`config.mk`:
```
export PLATFORM = sky130hd
export DESIGN_NAME = data_bus_arbiter
export DESIGN_NICKNAME = d
export VERILOG_FILES = /design/src/rtl/data_bus_arbiter.sv
export SDC_FILE = /design/constraint.sdc
export NUM_CORES = 1
export LEC_CHECK = 0
export ABC_CLOCK_PERIOD_IN_PS = 2130
export CORE_MARGIN = 4
export CORE_UTILIZATION = 24
export DETAILED_ROUTE_END_ITERATION = 10
export PLACE_DENSITY = 0.88
export SLEW_MARGIN = 10
export SYNTH_ARGS = -nofsm -noshare
export SYNTH_HDL_FRONTEND = slang
export SYNTH_SLANG_ARGS = --single-unit
```
`constraint.sdc`:
```
create_clock -name clk -period 2.13 [get_ports clk]
set_input_delay 0.426 -clock clk [delete_from_list [all_inputs] [get_ports clk]]
set_output_delay 0.426 -clock clk [all_outputs]
set_load 0.02 [all_outputs]
```
`src/rtl/data_bus_arbiter.sv`:
```
// Shares the single-port data RAM between the CPU data port and one auxiliary
// requester. The CPU wins by default; aux gets idle CPU cycles or a forced slot.
module data_bus_arbiter #(
    parameter int ADDR_WIDTH   = 16,
    parameter int STARVE_LIMIT = 4
) (
    input  logic                  clk,
    input  logic                  reset,
    input  logic [ADDR_WIDTH-1:0] cpu_addr,
    input  logic                  cpu_ren,
    input  logic                  cpu_wen,
    input  logic [7:0]            cpu_wdata,
    output logic [7:0]            cpu_rdata,
    output logic                  cpu_stall,
    input  logic                  aux_req,
    input  logic                  aux_we,
    input  logic [ADDR_WIDTH-1:0] aux_addr,
    input  logic [7:0]            aux_wdata,
    output logic                  aux_gnt,
    output logic                  aux_rvalid,
    output logic [7:0]            aux_rdata,
    output logic [ADDR_WIDTH-1:0] mem_addr,
    output logic                  mem_ren,
    output logic                  mem_wen,
    output logic [7:0]            mem_wdata,
    input  logic [7:0]            mem_rdata
);

    // A limit of 0 still needs a 1-bit counter; it simply sits at 0 and forces every slot.
    localparam int CNT_W = (STARVE_LIMIT < 1) ? 1 : $clog2(STARVE_LIMIT + 1);
    localparam logic [CNT_W-1:0] LIMIT = CNT_W'(STARVE_LIMIT);

    logic [CNT_W-1:0] r_starveCnt;
    logic             r_auxRvalid;
    logic             w_cpuAct;
    logic             w_force;
    logic             w_auxSel;

    assign w_cpuAct = cpu_ren | cpu_wen;
    assign w_force  = (r_starveCnt == LIMIT);
    assign w_auxSel = !reset && aux_req && (!w_cpuAct || w_force);

    always_comb begin
        mem_addr  = cpu_addr;
        mem_wdata = cpu_wdata;
        mem_ren   = cpu_ren;
        mem_wen   = cpu_wen;
        aux_gnt   = 1'b0;
        cpu_stall = 1'b0;
        if (w_auxSel) begin
            mem_addr  = aux_addr;
            mem_wdata = aux_wdata;
            mem_ren   = !aux_we;
            mem_wen   = aux_we;
            aux_gnt   = 1'b1;
            cpu_stall = w_cpuAct;
        end
        if (reset) begin
            mem_ren = 1'b0;
            mem_wen = 1'b0;
        end
    end

    // Counter only climbs while strictly below the limit, so it never overshoots.
    always_ff @(posedge clk) begin
        if (reset) begin
            r_starveCnt <= '0;
            r_auxRvalid <= 1'b0;
        end else begin
            r_auxRvalid <= w_auxSel & !aux_we;
            if (w_auxSel) begin
                r_starveCnt <= '0;
            end else if (aux_req && w_cpuAct && !w_force) begin
                r_starveCnt <= r_starveCnt + CNT_W'(1);
            end else if (!aux_req) begin
                r_starveCnt <= '0;
            end
        end
    end

    assign aux_rvalid = r_auxRvalid;
    assign aux_rdata  = mem_rdata;
    assign cpu_rdata  = mem_rdata;

endmodule

```
==> results of run 1 <==
==> stage by stage <==
step	cell area (um^2)	hold WS [ps]	worst slack, ps	total power (W)
after CTS	1670	506	-63.1	0.000494
after floorplan	734	417	238	0.000237
after detailed placement	1550	509	-634	0.000379
after global routing	1620	533	-88.6	0.000506
final	1620	501	-24.0	0.000484
after global placement	1550	494	-602	0.000375
==> layer usage <==
layer | vias to the layer above | track usage (%) | part of all wire (%)
met1 | 373 | 15.9 | 34
met4 | 0 | 1.89 | 0.63
met2 | 53 | 30.8 | 54
li1 | 389 | - | -
met3 | 2 | 7.28 | 11
met5 | - | 0 | 0
==> report_power, final <==
group,switching [W],internal (W)
sequential,0.00000113,0.0000775
combinational,0.000111,0.000199
clock,0.0000323,0.0000631
total,0.000145,0.000339
==> final cells by class <==
class	count	share of cell area, %
Inverter	4	0.927
Clock buffer	3	1.39
Tap cell	31	2.40
Sequential cell	4	5.10
Multi-Input combinational cell	43	31.0
Timing Repair Buffer	99	59.2
==> state kept, by name, summed over array words and instances, names as in the netlist <==
register,flops
aux_rvalid,1
r_starveCnt,3
==> worst min-delay path by stage <==
stage                                start  slack [ps]  cells past startpoint                           to
2_1_floorplan  r_starveCnt[0]$_SDFFE_PP0P_         420                      1  r_starveCnt[0]$_SDFFE_PP0P_
3_3_place_gp   r_starveCnt[0]$_SDFFE_PP0P_         490                      2  r_starveCnt[0]$_SDFFE_PP0P_
3_5_place_dp   r_starveCnt[0]$_SDFFE_PP0P_         510                      2  r_starveCnt[0]$_SDFFE_PP0P_
4_1_cts        r_starveCnt[0]$_SDFFE_PP0P_         510                      2  r_starveCnt[0]$_SDFFE_PP0P_
5_1_grt        r_starveCnt[0]$_SDFFE_PP0P_         530                      2  r_starveCnt[0]$_SDFFE_PP0P_
6_report       r_starveCnt[0]$_SDFFE_PP0P_         500                      2  r_starveCnt[0]$_SDFFE_PP0P_
==> layout by cell type, fill, tap and decap left out, types with 3 or more instances in the layout <==
cell type	count
buf_2	7
buf_4	14
nor2_1	5
clkbuf_4	3
mux2_2	4
buf_6	20
mux2_4	21
clkdlybuf4s50_1	50
dlygate4sd2_1	6
==> worst reg2reg max path, cell delays in order (launching register included) <==
cell and delay, ps:
dfxtp_2 330, inv_2 50, ha_4 150, a2bb2oi_2 140, nand2b_4 200, buf_4 130, buf_4 100, nor2_1 30
==> cell families after synthesis <==
family          after synthesis  synth area share, %
simple gates                 11                 8.18
xor+xnor                      1                 1.19
mux                          25                 47.0
fa+ha+maj                     2                 3.41
buf+inv                      23                 24.7
compound gates                4                 4.60
flops                         4                 10.9
==> repair_timing <==
action | 4_1_cts | 5_1_grt
pin swaps | 2 | 1
resized for setup | 160 | 1
hold buffers | 0 | 0
setup buffers | 5 | 0
setup endpoints to repair | 28 | 26
cloned | 1 | 0
==> impl_metrics.env, run 1 <==
export IMPL_required_ps=1700
export IMPL_cts_sinks=4
export IMPL_finalSetupTns_ps=-253
export IMPL_r2r_end="aux_rvalid$_SDFF_PP0_"
export IMPL_slowest_delay_ps=330
export IMPL_reg2regPathDepth=7
export IMPL_syn_area_um2=734
export IMPL_clock_latency_ps=240
export IMPL_leakage_nw=0.814
export IMPL_synth_top_cell_area_share_pct=34.8
export IMPL_cts_made_buffers=3
export IMPL_nNetsFinal=219
export IMPL_ios=107
export IMPL_seq_area_um2=82.6
export IMPL_min_path_type="flip-flop to flip-flop"
export IMPL_initial_core_util_pct=26.0
export IMPL_final_cells=184
export IMPL_power_density_nw_per_um2=299
export IMPL_ant_nets=0
export IMPL_critPathLaunch="r_starveCnt[1]$_SDFFE_PP0P_"
export IMPL_seq_area_frac_synth_pct=10.9
export IMPL_ys_ff_latch=4
export IMPL_viasPerCell=4.44
export IMPL_diodes=0
export IMPL_ys_warn_count=0
export IMPL_cts_buffer_depth=2
export IMPL_synthFlopType="dfxtp_1"
export IMPL_drc=0
export IMPL_syn_to_final_growth_pct=120
export IMPL_crit_family="buffers and inverters"
export IMPL_finalCritPeriodShare_pct=101
export IMPL_grt_pass1_wl_um=5000
export IMPL_fin_crit_ps=2150
export IMPL_timing_fmax_mhz=464
export IMPL_yosys_area_top_type="mux2_4"
export IMPL_place_gp_congestion=0.798
export IMPL_clockRootBuffer="clkbuf_4"
export IMPL_rr_startpoint="r_starveCnt[1]$_SDFFE_PP0P_"
export IMPL_path_max_fanout=6
export IMPL_critPathBufInv=3
export IMPL_grt_pass1_vias=919
export IMPL_syn_inst=70
export IMPL_relSlewSlack_pct=84.0
export IMPL_rsz0062_at_grt="true"
export IMPL_vias=817
export IMPL_grtUsageTotal_pct=16.0
export IMPL_yosys_top_cells_area="mux2_4 (35%), buf_4 (16%), mux2_2 (12%), dfxtp_1 (11%), ha_1 (3.4%)"
export IMPL_antenna_found_initial=0
export IMPL_r2r_slack_ps=890
export IMPL_multi_input_area_um2=502
export IMPL_crit_cells=7
export IMPL_drt_iter0_markers=39
export IMPL_drt_pass1_iterations=2
export IMPL_dpl_hpwl_um=2680
export IMPL_avgRoutedWirePerCell_um=18.2
export IMPL_fp_dieH_um=63.3
export IMPL_slew_violations=0
export IMPL_nFillCells=257
export IMPL_yosysMostFrequentCell="mux2_4"
export IMPL_numPlacedInstances=177
export IMPL_drive_above_1_share_pct=51.6
export IMPL_tightest_slew_ps=241
export IMPL_cts_tree="built"
export IMPL_syn_nets=134
export IMPL_worst_setup_path_type="flip-flop to primary output"
export IMPL_rows=19
export IMPL_drt_total_wl_um=3350
export IMPL_timing_final_ws_setup_ps=-24.0
export IMPL_grt_overflow_total=0
export IMPL_fin_util_pct=57.2
export IMPL_synth_commonest_cells="mux2_4 (17), buf_4 (16), mux2_2 (8)"
export IMPL_cp_cell_sequence="inv_2 -> ha_4 -> a2bb2oi_2 -> nand2b_4 -> buf_4 -> mux2_4 -> buf_2"
export IMPL_synth_async_reset_ratio_pct=0
export IMPL_die_w_um=63.3
export IMPL_syn_avg_cell_area_um2=10.5
export IMPL_start_kind="flip-flop"
export IMPL_clkSlewWorstSetupHoldPaths_ps=40
export IMPL_coreArea_um2=2830
export IMPL_crit_end="mem_addr[7]"
export IMPL_end_kind="primary output"
export IMPL_io_buffers=82
export IMPL_ir_drop_mv=0.235
export IMPL_ctsHtreeMaxLevel=1
export IMPL_grt_max_degree=8
export IMPL_cap_violations=0
export IMPL_violations="setup timing"
export IMPL_cp_slowest_cell="dfxtp_2"
export IMPL_arrival_ps=1730
export IMPL_hold_viol=0
export IMPL_die_area_um2=4010
export IMPL_synthDistinctLibCells=20
export IMPL_setup_viol=15
export IMPL_synth_edf_count=0
export IMPL_status="finished with violations"
export IMPL_fin_skew_ps=4.50
No activity file was read; power rests on OpenSTA's default activity.
==> run 2, diff against run 1 <==
==> constraint.sdc (replaced) <==
create_clock -name clk -period 2.13 [get_ports clk]
set_input_delay 0.5325 -clock clk [delete_from_list [all_inputs] [get_ports clk]]
set_output_delay 0.5325 -clock clk [all_outputs]
set_load 0.02 [all_outputs]
==> run 2 against run 1 <==
- clock skew up 0.93 ps
- critical path type unchanged
- critical endpoint is now mem_addr[9]
- flip-flop and latch count is the same
- combinational power grew 5%
- cell count decreased by 0.54%
- power grew 3.2%
- the run still ends with setup timing left
- global-route usage shrank 0.63 points
==> impl_metrics.env, run 2 (synthesis gave the netlist of run 1 again) <==
export IMPL_fin_util_pct=59.4
export IMPL_vias=810
export IMPL_final_area_um2=1680
export IMPL_grt_pass1_vias=904
export IMPL_worst_setup_path_type="flip-flop to primary output"
export IMPL_syn_to_final_growth_pct=129
export IMPL_fin_skew_ps=5.43
export IMPL_initial_core_util_pct=26.0
export IMPL_clock_latency_ps=240
export IMPL_min_path_type="flip-flop to flip-flop"
export IMPL_path_max_fanout=7
export IMPL_coreArea_um2=2830
export IMPL_cap_violations=0
export IMPL_ant_nets=0
export IMPL_grtUsageTotal_pct=15.3
export IMPL_tightest_slew_ps=224
export IMPL_gr_usage_met3_pct=6.57
export IMPL_slew_violations=0
export IMPL_largest_register="r_starveCnt"
export IMPL_grt_pass1_wl_um=4850
export IMPL_gr_usage_met2_pct=28.3
export IMPL_clockRootBuffer="clkbuf_4"
export IMPL_antenna_found_initial=0
export IMPL_relSlewSlack_pct=85.0
export IMPL_global_route_usage_met1_pct=16.5
export IMPL_internal_power_w=0.000352
export IMPL_finalCritPeriodShare_pct=106
export IMPL_largest_register_ffs=3
export IMPL_drt_total_wl_um=3280
export IMPL_arrival_ps=1730
export IMPL_drive_above_1_share_pct=55.3
export IMPL_diodes=0
export IMPL_numPlacedInstances=177
export IMPL_die_w_um=63.3
export IMPL_setup_viol=25
export IMPL_place_gp_congestion=0.797
export IMPL_leakage_nw=0.840
export IMPL_rsz0062_at_grt="true"
export IMPL_ctsHtreeMaxLevel=1
export IMPL_cts_made_buffers=3
export IMPL_dpl_hpwl_um=2640
export IMPL_start_kind="flip-flop"
export IMPL_p_seq_share_pct=15.7
export IMPL_hold_viol=0
export IMPL_power_density_nw_per_um2=297
export IMPL_ios=107
export IMPL_cts_sinks=4
export IMPL_fp_dieH_um=63.3
export IMPL_cts_buffer_depth=2
export IMPL_timing_final_ws_setup_ps=-136
export IMPL_required_ps=1600
export IMPL_combinationalPowerShare_pct=65.0
export IMPL_nNetsFinal=218
export IMPL_viasPerCell=4.43
export IMPL_drt_pass1_iterations=2
export IMPL_cts_tree="built"
export IMPL_die_area_um2=4010
export IMPL_status="finished with violations"
export IMPL_drc=0
export IMPL_avgRoutedWirePerCell_um=17.9
export IMPL_fin_total_pwr_w=0.000499
export IMPL_grt_overflow_total=0
export IMPL_grt_max_degree=8
export IMPL_pwr_share_clk_pct=19.3
export IMPL_holdWs_ps=501
export IMPL_ir_drop_mv=0.244
export IMPL_fin_crit_ps=2270
export IMPL_rows=19
export IMPL_placed_area_um2=1550
export IMPL_drt_iter0_markers=26
export IMPL_grt_busiest_layer="met2"
export IMPL_end_kind="primary output"
export IMPL_io_buffers=82
export IMPL_final_cells=183
export IMPL_clkSlewWorstSetupHoldPaths_ps=40
export IMPL_swShare_pct=29.6
export IMPL_violations="setup timing"
export IMPL_layout_commonest_cell="clkdlybuf4s50_1"
export IMPL_power_switching_w=0.000148
export IMPL_layout_common_cells="clkdlybuf4s50_1 (50), buf_6 (29), mux2_4 (25)"
export IMPL_timing_fmax_mhz=441
==> run 2: changes by cell type in the layout (fill, tap and decap cells not counted), sizes merged <==
cell           change
clkbuf             +1
buf                +2
dlygate4sd2        -6
clkdlybuf4s15      +2
==> run 2: worst max-delay path, cell delays in order, from the launching register on <==
cell,delay (ps)
dfxtp_2,330
inv_2,50
ha_4,150
a2bb2oi_2,140
nand2b_4,220
buf_12,150
mux2_4,310
buf_6,130
==> run 2: area by class of cell <==
type	count	area (um^2)
fill	241	1150
timing repair buffer	98	998
multi-input combinational	43	524
sequential	4	82.6
tap	31	38.8
clock buffer	3	22.5
inverter	4	15.0
==> run 2: power by group through the flow <==
stage / Clock, W / Sequential [W] / Combinational [W]
after global placement: 0 / 0.0000791 / 0.000296
after floorplan: 0 / 0.0000797 / 0.000157
after global routing: 0.000103 / 0.0000789 / 0.000339
after detailed placement: 0 / 0.0000792 / 0.000299
after CTS: 0.0000993 / 0.0000786 / 0.000316
final: 0.0000963 / 0.0000786 / 0.000324
==> run 2: path summary, 6_finish.rpt <==
| path | from | end | slack, ps | depth (start not counted) |
|---|---|---|---|---|
| max | r_starveCnt[1]$_SDFFE_PP0P_ | mem_addr[9] | -140 | 7 |
| min reg2reg | r_starveCnt[0]$_SDFFE_PP0P_ | r_starveCnt[0]$_SDFFE_PP0P_ | 500 | 2 |
| min | r_starveCnt[0]$_SDFFE_PP0P_ | r_starveCnt[0]$_SDFFE_PP0P_ | 500 | 2 |
| max reg2reg | r_starveCnt[1]$_SDFFE_PP0P_ | aux_rvalid$_SDFF_PP0_ | 860 | 7 |
==> run 2: per-layer routing <==
| metal | vias up | part of all wire, % |
|---|---|---|
| met1 | 371 | 37 |
| met4 | 0 | 0 |
| met3 | 0 | 9.9 |
| li1 | 385 | - |
| met5 | - | 0 |
| met2 | 54 | 53 |
==> run 2: through the flow <==
step,setup TNS (ps),setup slack [ps]
floorplan,0,132
global route,-4470,-198
CTS,-3140,-166
detailed placement,-22230,-853
global placement,-21340,-815
finish,-2910,-136
==> run 2: timing repair <==
action	in CTS	in global routing
hold buffers	0	0
gates cloned	1	0
hold endpoints to repair	0	0
resized for setup	177	22
pin swaps	2	1
buffers inserted	4	0
setup endpoints to repair	28	27
